### config.mk
export PLATFORM = sky130hd
export DESIGN_NAME = alu_seq_ctrl
export DESIGN_NICKNAME = d
export VERILOG_FILES = /design/src/rtl/alu_pkg.sv /design/src/rtl/alu_mul_iter.sv /design/src/rtl/alu_seq_ctrl.sv
export SDC_FILE = /design/constraint.sdc
export NUM_CORES = 1
export LEC_CHECK = 0
export CAP_MARGIN = 10
export CORE_ASPECT_RATIO = 2
export CORE_MARGIN = 2
export CORE_UTILIZATION = 53
export CTS_BUF_LIST = sky130_fd_sc_hd__clkbuf_8
export CTS_CLUSTER_SIZE = 8
export DETAILED_ROUTE_END_ITERATION = 7
export GPL_TIMING_DRIVEN = 0
export PLACE_DENSITY = 0.91
export SLEW_MARGIN = 30
export SYNTH_ARGS = -nofsm -noshare
export SYNTH_HDL_FRONTEND = slang
export SYNTH_SLANG_ARGS = --single-unit
export TNS_END_PERCENT = 10
### constraint.sdc
create_clock -name clk -period 5.2 [get_ports clk]
set_clock_uncertainty 0.1 [all_clocks]
set_input_delay 1.04 -clock clk [delete_from_list [all_inputs] [get_ports clk]]
set_output_delay 1.04 -clock clk [all_outputs]
set_load 0.01 [all_outputs]
### src/rtl/alu_pkg.sv
// Shared opcode encodings, FSM states and width default for the ALU sequencer.
package alu_pkg;

    localparam int DATA_W = 16;

    localparam logic [3:0] ALU_OP_ADD  = 4'b0000;
    localparam logic [3:0] ALU_OP_SUB  = 4'b0010;
    localparam logic [3:0] ALU_OP_PASS = 4'b0011;
    localparam logic [3:0] ALU_OP_MUL  = 4'b0100;
    localparam logic [3:0] ALU_OP_AND  = 4'b0101;
    localparam logic [3:0] ALU_OP_SLL  = 4'b0110;
    localparam logic [3:0] ALU_OP_CMP  = 4'b1101;

    typedef enum logic [1:0] {
        ST_IDLE = 2'd0,
        ST_EXEC = 2'd1,
        ST_MUL  = 2'd2,
        ST_RESP = 2'd3
    } state_t;

    function automatic logic op_legal(input logic [3:0] op);
        case (op)
            ALU_OP_ADD, ALU_OP_SUB, ALU_OP_PASS, ALU_OP_MUL,
            ALU_OP_AND, ALU_OP_SLL, ALU_OP_CMP: op_legal = 1'b1;
            default:                            op_legal = 1'b0;
        endcase
    endfunction

endpackage

### src/rtl/alu_mul_iter.sv
// Unsigned shift-add multiplier: loads on start, then runs exactly W steps.
// product is the value the accumulator takes at the end of the current step.
module alu_mul_iter #(
    parameter int W = 16
) (
    input  logic           clk,
    input  logic           rst,
    input  logic           start,
    input  logic [W-1:0]   mcand,
    input  logic [W-1:0]   mplier,
    output logic           done,
    output logic [2*W-1:0] product
);
    localparam int CW = (W > 1) ? $clog2(W) : 1;

    logic          running;
    logic [CW-1:0] cnt;
    logic [W-1:0]  acc_hi;
    logic [W-1:0]  acc_lo;
    logic [W-1:0]  mcand_r;
    logic [W:0]    sum;
    logic [2*W:0]  shifted;

    // Adder is W+1 bits so the carry of e.g. FFFF+FFFF shifts back into acc_hi.
    always_comb begin
        sum     = {1'b0, acc_hi} + (acc_lo[0] ? {1'b0, mcand_r} : {(W+1){1'b0}});
        shifted = {sum, acc_lo};
        product = shifted[2*W:1];
    end

    assign done = running && (cnt == CW'(W-1));

    always_ff @(posedge clk or posedge rst) begin
        if (rst) begin
            running <= 1'b0;
            cnt     <= '0;
            acc_hi  <= '0;
            acc_lo  <= '0;
            mcand_r <= '0;
        end else if (start) begin
            running <= 1'b1;
            cnt     <= '0;
            acc_hi  <= '0;
            acc_lo  <= mplier;
            mcand_r <= mcand;
        end else if (running) begin
            acc_hi <= product[2*W-1:W];
            acc_lo <= product[W-1:0];
            if (done) running <= 1'b0;
            else      cnt     <= cnt + 1'b1;
        end
    end

endmodule

### src/rtl/alu_seq_ctrl.sv
// Request/response sequencer in front of the combinational ALU; runs MUL
// itself and owns the HI/LO product registers.
//   state   | meaning
//   IDLE    | waiting for a request, req_ready high
//   EXEC    | single-cycle op driven onto the ALU, result captured at edge
//   MUL     | iterative multiply in progress
//   RESP    | response presented until rsp_ready
module alu_seq_ctrl
    import alu_pkg::*;
#(
    parameter int DATA_W = alu_pkg::DATA_W
) (
    input  logic              clk,
    input  logic              rst,
    input  logic              req_valid,
    output logic              req_ready,
    input  logic [3:0]        req_op,
    input  logic [DATA_W-1:0] req_a,
    input  logic [DATA_W-1:0] req_b,
    output logic [3:0]        alu_op,
    output logic [DATA_W-1:0] alu_lvalue,
    output logic [DATA_W-1:0] alu_rvalue,
    input  logic [DATA_W-1:0] alu_result,
    output logic              rsp_valid,
    input  logic              rsp_ready,
    output logic [DATA_W-1:0] rsp_result,
    output logic              rsp_err,
    output logic [DATA_W-1:0] hi,
    output logic [DATA_W-1:0] lo,
    output logic              busy
);
    state_t              state, state_nx;
    logic [3:0]          op_r;
    logic [DATA_W-1:0]   a_r;
    logic [DATA_W-1:0]   b_r;
    logic                accept;
    logic                mul_start;
    logic                mul_done;
    logic [2*DATA_W-1:0] mul_product;

    assign req_ready = (state == ST_IDLE);
    assign rsp_valid = (state == ST_RESP);
    assign busy      = (state != ST_IDLE);
    assign accept    = req_valid && req_ready;
    // Operands go straight from the request port so the first step runs the cycle after accept.
    assign mul_start = accept && (req_op == ALU_OP_MUL);

    alu_mul_iter #(.W(DATA_W)) u_mul (
        .clk     (clk),
        .rst     (rst),
        .start   (mul_start),
        .mcand   (req_a),
        .mplier  (req_b),
        .done    (mul_done),
        .product (mul_product)
    );

    always_comb begin
        state_nx   = state;
        alu_op     = 4'b0000;
        alu_lvalue = '0;
        alu_rvalue = '0;
        case (state)
            ST_IDLE: begin
                if (req_valid) begin
                    if (req_op == ALU_OP_MUL)   state_nx = ST_MUL;
                    else if (!op_legal(req_op)) state_nx = ST_RESP;
                    else                        state_nx = ST_EXEC;
                end
            end
            ST_EXEC: begin
                alu_op     = op_r;
                alu_lvalue = a_r;
                alu_rvalue = b_r;
                state_nx   = ST_RESP;
            end
            ST_MUL:  if (mul_done)  state_nx = ST_RESP;
            ST_RESP: if (rsp_ready) state_nx = ST_IDLE;
            default: state_nx = ST_IDLE;
        endcase
    end

    always_ff @(posedge clk or posedge rst) begin
        if (rst) begin
            state      <= ST_IDLE;
            op_r       <= '0;
            a_r        <= '0;
            b_r        <= '0;
            rsp_result <= '0;
            rsp_err    <= 1'b0;
            hi         <= '0;
            lo         <= '0;
        end else begin
            state <= state_nx;
            if (accept) begin
                op_r    <= req_op;
                a_r     <= req_a;
                b_r     <= req_b;
                rsp_err <= !op_legal(req_op);
                if (!op_legal(req_op)) rsp_result <= '0;
            end
            if (state == ST_EXEC) rsp_result <= alu_result;
            if (state == ST_MUL && mul_done) begin
                hi         <= mul_product[2*DATA_W-1:DATA_W];
                lo         <= mul_product[DATA_W-1:0];
                rsp_result <= mul_product[DATA_W-1:0];
            end
        end
    end

endmodule

; ---- Yosys cells after proc, flatten, opt, wreduce, memory -nomap -nowiden
; Index checks and enable logic that the tools add are counted.
[word_totals]
word_cells = 73
output_inout_bits = 88
reg_bits = 140
[classes]
n_mux = 29
add_sub_neg = 2
reduce_logical = 14
n_eq_ne = 15
[ops]
columns = op, n
row1 = two-way mux 16 bit, 11
row2 = adder 16 x 17 -> 17 bit, 1
row3 = two-way mux 4 bit, 4
row4 = "equality test 4 x 3 -> 1 bit, second input constant", 3
row5 = two-way mux 2 bit, 5
row6 = "equality test 4 x 2 -> 1 bit, second input constant", 2
row7 = "equality test 4 bit, second input constant", 2
row8 = two-way mux 1 bit, 8
row9 = one-hot mux 2 bit (4 select lines), 1
row10 = OR reduction 7 bit, 1
row11 = "inequality test 2 bit, second input constant", 3
row12 = "adder 4 x 1 -> 4 bit, second input constant", 1
row13 = "equality test 2 bit, second input constant", 2
row14 = logical AND 1 bit, 4
row15 = zero test 4 bit, 1
row16 = AND reduction 2 bit, 2
row17 = nonzero test 2 bit, 2
row18 = "inequality test 3 x 1 -> 1 bit, second input constant", 1
row19 = AND reduction 3 bit, 1
row20 = nonzero test 3 bit, 1
row21 = "equality test 2 x 1 -> 1 bit, second input constant", 1
row22 = zero test 2 bit, 1
row23 = "inequality test 2 x 1 -> 1 bit, second input constant", 1
row24 = zero test 1 bit, 1

; ---- Logic depth before layout (Yosys ltp)
[logic_depth]
depth_word = 10
mapped_depth = 9
ltp_nobuf = 9

; ---- Modules after synthesis
; Synthesis repeated with hierarchy kept, for this count alone.
[hier_totals]
hier_cells = 734
area_unflattened_um2 = 7303.3
[modules_own_cells]
columns = module, cells_per_inst, area_per_inst_um2, instances, seq_area_each_um2
row1 = alu_seq_ctrl, 375, 3896.2, 1, 2177.1
row2 = alu_mul_iter, 359, 3407.0, 1, 1326.3

; ---- Worst setup path before layout
; No wires, ideal clock.
[synth_path]
kind = register to output
start = register state[1]
end = output alu_rvalue[10]
setup_slack_ns = 2.733
t_required_ns = 4.060
t_arrival_ns = 1.327
stages_incl_launch_ff = 6
path_cell_list = dfrtp_1 inv_1 ha_1 clkbuf_1 clkbuf_1 and2_1
[synth_between]
elab_chain_len = 2
[synth_rtl]
columns = item, line_no
row1 = start: declaration, alu_seq_ctrl.sv:32  ; state_t state, state_nx;
row2 = start signal: assignment, alu_seq_ctrl.sv:94  ; state <= state_nx;
row3 = equality test 2 x 1 -> 1 bit, alu_seq_ctrl.sv:63  ; case (state)
row4 = two-way mux 16 bit, alu_seq_ctrl.sv:63
row5 = end: declaration, alu_seq_ctrl.sv:22  ; output logic [DATA_W-1:0] alu_rvalue,
; No other way between the ends.

; ---- Worst setup path in the final report
[layout_path]
start = register state[1]
end = output alu_rvalue[15]
; The elaborated chain is that of the path after synthesis.

==> flow_summary.toml <==
[pwr]
p_sw_share_pct = 38.2
p_switching_w = 0.00203
p_int_w = 0.00329
power_w = 0.00532
power.clock.fraction_pct = 17.5
combPwrFrac_pct = 46.8
peakVddDrop_mv = 0.373
p_seq_share_pct = 35.8
p_leak_nw = 4.01
power_density_mw_per_mm2 = 601

[cts]
path_clk_slew_ns = 0.07
cts_buffer_depth = 2
cts_buffers = 17
cts_resized = 0
cts_tree = "built"
post-cts-setup-buffers = 0
htreeDepth = 4
cts-root-buf = "clkbuf_8"
cts_hold_buf = 0
clock_latency_ns = 0.44
cts_num_sinks = 140

[synth]
synthDistinctLibCells = 52
synth_seq_cells = 140
ys_seq_area_share_pct = 51.6
synth_top_cell_by_area = "dfrtp_1"
synth_top_cells_by_count = "nand2_1 (160), dfrtp_1 (140), and2_1 (52)"
synth.top_cell.area_share_pct = 51.6
yosys_warnings = 0
synth-main-ff-cell = "dfrtp_1"
synth_fp_nets = 742
synth_cells = 664
syn_area_sq_mm = 0.00679
synthTopCellsByArea = "dfrtp_1 (52%), nand2_1 (8.8%), mux2_2 (5.6%)"
yosysMostFrequentCell = "nand2_1"
synth_edf_count = 0
synth-async-reset-ratio_pct = 100
syn_avg_cell_area_sq_um = 10.2

[die]
die_w_um = 84.0
io_pins = 144
die_y_um = 164
rows = 58
die-area_sq_mm = 0.0138
start_util_pct = 54.1
core-area_sq_mm = 0.0126

[critical_path]
cpLargestDelayFamily = "buffers and inverters"
rr_startpoint = "u_mul.acc_lo[0]"
worstPathRequired_ns = 4.06
path_max_fanout = 10
worst-setup-path-type = "reg -> out"
worst_setup_path_start_kind = "flop"
crit_top_cell = "clkbuf_1"
cp_num_buf_inv = 4
slowest_delay_ns = 0.54
setup.worst_path.end_class = "output port"
ff2ff_setup_slack_ns = 2.29
rr_endpoint = "u_mul.acc_hi[14]"
critPathSlowestCell = "clkdlybuf4s50_1"
worstPathArrival_ns = 2.80
cp_cell_sequence = "inv_1 > ha_1 > clkbuf_1 > clkbuf_1 > and2_1 > clkdlybuf4s50_1"
rr_worst_depth = 9

[run]
maxCapViolations = 0

[drt]
drc = 0
initialDrtViolationCount = 339
wire_per_inst_um = 19.0
avgViaCountPerCell = 5.74
ant_nets = 0
vias = 5681
wl_um = 18900
dr.pass1.iters = 5

[sta]
setup_ws_ns = 1.26
max_slew_margin_pct = 50.5
tightest_slew_ns = 0.743
rsz0062_at_grt = "no"
hold_viol = 0
max_freq_mhz = 254
fin_crit_ns = 3.94
finalSetupViolations = 0
finalMaxSlewViolations = 0
holdWs_ns = 0.375
fin_crit_sh_pct = 75.8

[global_route]
grt_pass1_wl_um = 29900
grt_use_total_pct = 28.1
top_usage_layer = "met2"
grt_max_degree = 73
antenna_found_initial = 0
grt_pass1_vias = 6019
overflow = 0
grtUsageMet1_pct = 26.8
globalRouteMet2Util_pct = 53.2
met3_usage_pct = 4.32

[placement]
gp_congestion = 0.916
dp_hpwl_um = 14100
numPortBuffers = 143
place_inst = 958
place_area_sq_mm = 0.00844
pre_cts_slack_ns = 1.72

[hold_path]
hold_start = "u_mul.mcand_r[5]"
hold_path_depth = 2
hp-class = "reg -> reg"
min_delay_worst_endpoint = "u_mul.mcand_r[5]"

[layout]
nets = 905
fill_cells = 865
diodes = 0
area_growth_pct = 30.5
regArea_sq_mm = 0.00350
multi_input_area_sq_mm = 0.00307
stdcell_count = 990
fin_area_sq_mm = 0.00886
drive_above_1_share_pct = 10.4

[outcome]
status = "completed"
[power by group through the flow]
stage               Sequential (W)  Clock [W]  Combinational, W
global placement           0.00188          0           0.00239
CTS                        0.00190   0.000935           0.00249
finish                     0.00190   0.000929           0.00249
detailed placement         0.00190          0           0.00247
floorplan                  0.00186          0           0.00146
global route               0.00195   0.000975           0.00270
[metrics by stage]
| step | util [%] | TNS [ns] |
|---|---|---|
| CTS | 70.6 | 0 |
| global route | 70.6 | 0 |
| detailed placement | 67.2 | 0 |
| finish | 70.6 | 0 |
| global placement | 67.0 | -216.74 |
| floorplan | - | 0 |
[sequential cells by signal, summed over array words and instances, names as in the netlist]
name and flops:
u_mul.acc_lo 16, u_mul.running 1, b_r 16, op_r 4
rsp_result 16, u_mul.cnt 4, hi 16, u_mul.mcand_r 16
lo 16, state 2, rsp_err 1, a_r 16
u_mul.acc_hi 16
[per-layer routing]
layer / part of all wire (%) / routed length [um] / vias to the layer above
met5: 0 / 0 / -
met4: 7.3 / 1380 / 0
met3: 3.5 / 664 / 85
met2: 56 / 10600 / 201
met1: 33 / 6170 / 2798
li1: - / - / 2597
[how the worst max path moves through the flow]
stage | startpoint | to | slack, ns | depth (start not counted)
3_3_place_gp | rst | hi[6] | -1.56 | 2
5_1_grt | state[1] | alu_rvalue[15] | 1.12 | 6
4_1_cts | state[1] | alu_rvalue[11] | 1.25 | 6
6_report | state[1] | alu_rvalue[15] | 1.26 | 6
2_1_floorplan | rst | a_r[0] | 0.31 | 1
3_5_place_dp | state[1] | alu_rvalue[15] | 1.72 | 6
[logic make-up after synthesis]
kind of cell               after synthesis  share of synthesized area, %
AOI/OAI and AO/OA                      108                          11.3
xor gates and xnor gates                12                          1.55
adders and majority gates               22                          4.17
buffers and inverters                   47                          3.23
DFF                                    140                          51.6
muxes                                   55                          8.74
and+or+nand+nor                        280                          19.4
[worst register-to-register path, cell delays in order (launching register included)]
cell	delay (ns)
dfrtp_1	0.45
clkbuf_1	0.27
and2_1	0.26
ha_1	0.32
a21oi_1	0.27
o22ai_1	0.19
o31ai_4	0.34
a211oi_4	0.14
nor4b_1	0.38
nor3_2	0.08
[cell type report]
type	instances	area share, %
plain buffers	35	1.96
multi-input cells	477	34.6
clock inverters	14	1.91
flip-flops and latches	140	39.5
clock buffers	18	2.80
well taps	150	2.12
repair buffers	144	16.5
inverters	12	0.593
[placed cells by master, fill, tap and decap left out, types with 21 or more instances in the layout]
cell and instances:
nand2_1 160, clkdlybuf4s50_1 143, dfrtp_1 140, and2_1 52, o21ai_0 42, mux2_2 34, clkbuf_1 23, clkbuf_8 21
mux2i_1 21, ha_1 21
No activity file was read; power rests on OpenSTA's default activity.
